$ cat config.mk
export PLATFORM = sky130hd
export DESIGN_NAME = fifo_seq_ctrl_flat
export DESIGN_NICKNAME = d
export VERILOG_FILES = /design/src/rtl/fifo_seq_ctrl_if.sv /design/src/rtl/fifo_seq_ctrl.sv /design/src/flat_wrapper.sv
export SDC_FILE = /design/constraint.sdc
export NUM_CORES = 1
export LEC_CHECK = 0
export CAP_MARGIN = 20
export CORE_MARGIN = 5
export CORE_UTILIZATION = 40
export DETAILED_ROUTE_END_ITERATION = 10
export PLACE_DENSITY_LB_ADDON = 0.3
export SYNTH_ARGS = -nofsm -noshare
export SYNTH_HDL_FRONTEND = slang
export SYNTH_SLANG_ARGS = --single-unit
$ cat constraint.sdc
create_clock -name clk -period 1.94 [get_ports clk]
set_clock_uncertainty 0.05 [all_clocks]
set_input_delay 0.194 -clock clk [delete_from_list [all_inputs] [get_ports clk]]
set_output_delay 0.194 -clock clk [all_outputs]
set_load 0.02 [all_outputs]
$ cat src/rtl/fifo_seq_ctrl_if.sv
// Weight-source handshake between the upstream producer and fifo_seq_ctrl.
// master = weight source, slave = sequencer.
interface fifo_seq_ctrl_if #(
   parameter int WIDTH = 16
);
   logic             in_valid;
   logic [WIDTH-1:0] in_data;
   logic             in_ready;

   modport master (output in_valid, output in_data, input in_ready);
   modport slave  (input in_valid, input in_data, output in_ready);
endinterface

$ cat src/rtl/fifo_seq_ctrl.sv
// Fill / load / bit-serial shift sequencer for the weight FIFO and its shift stage.
// Optional abort path is compiled in with `define FIFO_SEQ_ABORT_EN.
module fifo_seq_ctrl #(
   parameter int DEPTH  = 64,
   parameter int WIDTH  = 16,
   parameter int PASSES = 12
) (
   input  logic                     clk,
   input  logic                     resetn,
   fifo_seq_ctrl_if.slave           src,
   input  logic                     stall,
`ifdef FIFO_SEQ_ABORT_EN
   input  logic                     abort,
   output logic                     aborted,
`endif
   output logic [WIDTH-1:0]         fifo_w,
   output logic                     fifo_enable,
   output logic                     fifo_load,
   output logic                     fifo_shift,
   output logic                     frame_start,
   output logic [$clog2(WIDTH)-1:0] bit_idx,
   output logic [7:0]               pass_idx,
   output logic                     busy,
   output logic                     done
);
   localparam int WC_W = (DEPTH > 1) ? $clog2(DEPTH) : 1;
   localparam int BW   = $clog2(WIDTH);
   localparam int PW   = $clog2(PASSES + 1);

   typedef enum logic [2:0] {
      S_IDLE,
      S_FILL,
      S_LOAD,
      S_SHIFT,
      S_DONE
   } state_t;

   state_t          r_state;
   logic [WC_W-1:0] r_word_cnt;
   logic [BW-1:0]   r_bit_cnt;
   logic [PW-1:0]   r_pass_cnt;
   logic            w_in_ready;
   logic            w_accept;
   logic            w_abort_hit;

   assign w_in_ready = (r_state == S_IDLE) || (r_state == S_FILL);

`ifdef FIFO_SEQ_ABORT_EN
   logic r_aborted;
   assign w_abort_hit = abort && (r_state != S_IDLE);
   assign aborted     = r_aborted;
`else
   assign w_abort_hit = 1'b0;
`endif

   // An aborting cycle must not push a word into the FIFO.
   assign w_accept    = src.in_valid && w_in_ready && !w_abort_hit;

   assign src.in_ready = w_in_ready;
   assign fifo_w       = src.in_data;
   assign fifo_enable  = w_accept;
   assign fifo_load    = (r_state == S_LOAD);
   assign fifo_shift   = (r_state == S_SHIFT) && !stall;
   assign frame_start  = (r_state == S_SHIFT) && !stall && (r_bit_cnt == BW'(WIDTH - 1));
   assign bit_idx      = r_bit_cnt;
   assign pass_idx     = 8'(r_pass_cnt);
   assign busy         = (r_state != S_IDLE);
   assign done         = (r_state == S_DONE);

   always_ff @(posedge clk or negedge resetn) begin
      if (!resetn) begin
         r_state    <= S_IDLE;
         r_word_cnt <= '0;
         r_bit_cnt  <= BW'(WIDTH - 1);
         r_pass_cnt <= '0;
`ifdef FIFO_SEQ_ABORT_EN
         r_aborted  <= 1'b0;
`endif
      end else begin
         unique case (r_state)
            S_IDLE: begin
               if (w_accept) begin
                  r_word_cnt <= WC_W'(1);
                  r_state    <= S_FILL;
               end
            end
            S_FILL: begin
               if (w_accept) begin
                  if (r_word_cnt == WC_W'(DEPTH - 1)) begin
                     r_word_cnt <= '0;
                     r_state    <= S_LOAD;
                  end else begin
                     r_word_cnt <= r_word_cnt + 1'b1;
                  end
               end
            end
            S_LOAD: begin
               r_bit_cnt <= BW'(WIDTH - 1);
               r_state   <= S_SHIFT;
            end
            S_SHIFT: begin
               if (!stall) begin
                  if (r_bit_cnt != '0) begin
                     r_bit_cnt <= r_bit_cnt - 1'b1;
                  end else if (r_pass_cnt == PW'(PASSES - 1)) begin
                     r_bit_cnt <= BW'(WIDTH - 1);
                     r_state   <= S_DONE;
                  end else begin
                     r_pass_cnt <= r_pass_cnt + 1'b1;
                     r_bit_cnt  <= BW'(WIDTH - 1);
                     r_state    <= S_LOAD;
                  end
               end
            end
            S_DONE: begin
               r_pass_cnt <= '0;
               r_state    <= S_IDLE;
            end
            default: r_state <= S_IDLE;
         endcase
`ifdef FIFO_SEQ_ABORT_EN
         // Placed after the case so the abort overrides every other update.
         r_aborted <= w_abort_hit;
         if (w_abort_hit) begin
            r_state    <= S_IDLE;
            r_word_cnt <= '0;
            r_bit_cnt  <= BW'(WIDTH - 1);
            r_pass_cnt <= '0;
         end
`endif
      end
   end
endmodule
$ cat src/flat_wrapper.sv
// flat-port wrapper written by rule: the top's interface ports become plain ports
module fifo_seq_ctrl_flat 
#(
   parameter int DEPTH  = 64,
   parameter int WIDTH  = 16,
   parameter int PASSES = 12
)
  (clk, resetn, stall, fifo_w, fifo_enable, fifo_load, fifo_shift, frame_start, bit_idx, pass_idx, busy, done, src_in_valid, src_in_data, src_in_ready);
  fifo_seq_ctrl_if #(.WIDTH(WIDTH)) src_i ();
  input  logic clk;
  input  logic resetn;
  input  logic stall;
  output logic [WIDTH-1:0] fifo_w;
  output logic fifo_enable;
  output logic fifo_load;
  output logic fifo_shift;
  output logic frame_start;
  output logic [$clog2(WIDTH)-1:0] bit_idx;
  output logic [7:0] pass_idx;
  output logic busy;
  output logic done;
  input wire logic [$bits(src_i.in_valid)-1:0] src_in_valid;
  input wire logic [$bits(src_i.in_data)-1:0] src_in_data;
  output wire logic [$bits(src_i.in_ready)-1:0] src_in_ready;
  assign src_i.in_valid = src_in_valid;
  assign src_i.in_data = src_in_data;
  assign src_in_ready = src_i.in_ready;
  fifo_seq_ctrl #(.DEPTH(DEPTH), .WIDTH(WIDTH), .PASSES(PASSES)) u_core (.clk(clk), .resetn(resetn), .src(src_i), .stall(stall), .fifo_w(fifo_w), .fifo_enable(fifo_enable), .fifo_load(fifo_load), .fifo_shift(fifo_shift), .frame_start(frame_start), .bit_idx(bit_idx), .pass_idx(pass_idx), .busy(busy), .done(done));
endmodule
==> impl_metrics.json <==
{
  "synthArstFlopShare_pct": 100,
  "critPathLaunchType": "flip-flop",
  "fmax_mhz": 547,
  "nets": 167,
  "critPathCaptureType": "output pin",
  "worstSkewPairLatency_ps": 290,
  "postCtsResizedCells": 6,
  "cp.arrival_ps": 1580,
  "worst_ep_required_time_ps": 1700,
  "timing.rr.start": "u_core.bit_idx[0]$_DFFE_PN1P_",
  "worstPathMaxFanout": 7,
  "synth.distinct_cells": 40,
  "synth_seq_area_share_pct": 37.7,
  "grt_pass1_vias": 943,
  "worstSetupPathType": "flip-flop to output pin",
  "synthCells": 129,
  "vdd_drop_max_uv": 706,
  "initial_core_util_pct": 41.7,
  "grt.total_usage_pct": 12.1,
  "postCtsHoldBufs": 0,
  "drive_gt1_share_pct": 18.3,
  "hold-worst-slack_ps": 159,
  "die_w_um": 63.4,
  "grt-ovfl-total": 0,
  "wl_per_cell_um": 13.3,
  "grt_pass1_wl_mm": 4.05,
  "period_minus_slack_ps": 1830,
  "synth_top_family_by_area": "simple AND/OR/NAND/NOR gates",
  "routed_wl_mm": 2.31,
  "coreArea_um2": 2730,
  "cts_buffers": 3,
  "ys_ff_latch": 17,
  "hold_path_class": "input pin to async pin",
  "synth.avg_cell_area_um2": 8.85,
  "drtAntennaViolNets": 0,
  "maxCapViolCount": 0,
  "ctsRootBufferMaster": "clkbuf_4",
  "viasPerCell": 5.34,
  "ios": 55,
  "synthFlopType": "dfrtp_1",
  "rows": 19,
  "gp_congestion": 0.792,
  "syn_area_um2": 1140,
  "yosys_warnings": 0,
  "cts_sinks": 17,
  "worst_slack_ps": 112,
  "rr_worst_depth": 6,
  "rsz0062_at_grt": "no",
  "dr.pass1.iters": 4,
  "post-dp-hpwl_mm": 1.80,
  "yosys-mux-area-fraction_pct": 2.63,
  "tns_ps": 0,
  "path_cells": "buf_4 > or3_1 > dlygate4sd2_1",
  "post_cts_buffers": 0,
  "synth_edf_count": 0,
  "vias": 924,
  "diodes": 0,
  "total_leakage_power_nw": 0.645,
  "crit_slowest_cell": "dfrtp_2",
  "synth-simple-area-share_pct": 28.1,
  "place_ws_ps": -25.8,
  "setup_violations": 0,
  "max-clock-path-buffers": 2,
  "die_h_um": 63.4,
  "drtIter0Drc": 13,
  "num-fill-cells": 272,
  "synth_xor_area_share_pct": 0.768,
  "port_buffers": 18,
  "grt_max_degree": 18,
  "drc": 0,
  "drv_slew": 0,
  "rr_endpoint": "u_core.r_state[0]$_DFFE_PN0P_",
  "clk_pin_slew_ps": 100,
  "powerDensity_nw_per_um2": 1190,
  "hold_violations": 0,
  "cts_tree": "done",
  "synth_compound_area_share_pct": 10.5,
  "period_share_pct": 94.2,
  "max_stage_delay_ps": 460,
  "antenna_found_initial": 0,
  "die_area_um2": 4020,
  "status": "finished clean",
  "synthAdderAreaFrac_pct": 4.39,
  "r2r_setup_slack_ps": 150,
  "areaGrowthSynthToFinish_pct": 15.5,
  "htreeDepth": 1
}
[worst max-delay path by stage]
stage | startpoint | endpoint | slack [ps] | depth (start not counted)
after floorplan | u_core.r_state[1]$_DFFE_PN0P_ | frame_start | 190 | 4
after global placement | src_in_valid | fifo_enable | -30 | 4
after detailed placement | src_in_valid | fifo_enable | -30 | 4
after CTS | u_core.r_state[1]$_DFFE_PN0P_ | src_in_ready | 30 | 3
after global routing | u_core.r_state[2]$_DFFE_PN0P_ | fifo_shift | 10 | 4
final | u_core.r_state[1]$_DFFE_PN0P_ | busy | 110 | 3
[registers in the layout, summed over array words and instances, names as in the netlist]
| name | count |
|---|---|
| u_core.r_pass_cnt | 4 |
| u_core.r_state | 3 |
| u_core.bit_idx | 4 |
| u_core.r_word_cnt | 6 |
[through the flow]
stage	utilization (%)	power, mW	area (µm²)	std cells
floorplan	-	1.14	1150	132
global placement	47.4	1.38	1290	169
detailed placement	47.4	1.41	1290	169
CTS	48.1	1.59	1320	173
global route	48.2	1.71	1320	173
finish	48.2	1.57	1320	173
[power by group]
| group | switching, mW | internal, mW |
|---|---|---|
| Clock | 0.114 | 0.0767 |
| Sequential | 0.132 | 0.486 |
| Combinational | 0.400 | 0.359 |
| Total | 0.646 | 0.922 |
[cells in the mapped netlist (2+ instances only)]
cell type  instances  share of area [%]
a21oi_1            4                1.8
a22o_1             2                1.5
a31oi_1            2                1.1
and3_1             4                2.2
buf_4             20                 13
clkbuf_1           3               0.99
dfrtp_1           13                 29
dfstp_2            4                9.2
ha_1               4                4.4
inv_1              3               0.99
mux2i_1            3                2.6
nand2_1           13                4.3
nand2b_1           2                1.1
nand3_1            6                2.6
nand3b_1           2                1.3
nor2_1            14                4.6
nor3_1             3                1.3
nor4_1             2                1.1
o21ai_0            4                1.8
[cells by family (layout without fill, tap and decap cells)]
kind of cell | count (synthesis) | in the layout
AND/OR/NAND/NOR | 58 | 58
buffers and inverters | 27 | 37
AO/OA/AOI/OAI | 18 | 18
flip-flops | 17 | 17
adder cells (fa/ha/maj) | 4 | 4
multiplexers | 3 | 3
other | 1 | 4
XOR/XNOR | 1 | 1
[area by class of cell]
type                    count  area (µm²)  area share, %
multi-input cells          88         544           41.3
clock inverters             1        5.00          0.380
clock buffers               3        22.5           1.71
inverters                   3        11.3          0.855
repair buffers             30         264           20.0
flip-flops and latches     17         432           32.8
well taps                  31        38.8           2.94
[placed cells by master, fill, tap and decap left out, drive strengths merged, types with 2 or more instances in the layout]
cell	Yosys	routed
nand2	13	13
nor2	14	14
clkdlybuf4s50	0	11
nand2b	2	2
dfrtp	13	13
dfstp	4	4
nand3	6	6
inv	3	3
nor4	2	2
o21ai	4	4
a21oi	4	4
a31oi	2	2
mux2i	3	3
buf	21	12
nor3	3	3
a22o	2	2
clkdlybuf4s15	0	2
conb	1	4
and3	4	4
ha	4	4
clkbuf	3	4
dlygate4sd2	0	3
nand3b	2	2
[metal layers]
| metal | up-vias | part of all wire [%] | global-route usage, % |
|---|---|---|---|
| li1 | 453 | - | - |
| met1 | 426 | 45 | 14.6 |
| met2 | 32 | 45 | 19.3 |
| met3 | 13 | 7.4 | 3.37 |
| met4 | 0 | 2.9 | 6.75 |
| met5 | - | 0 | 0 |
[critical path: cells and delay by family, from the launching register on]
family | cells | cell delay (ps)
AND/OR/NAND/NOR | 1 | 340
flip-flops | 1 | 460
buffers and inverters | 2 | 490
No activity file was read; power rests on OpenSTA's default activity.
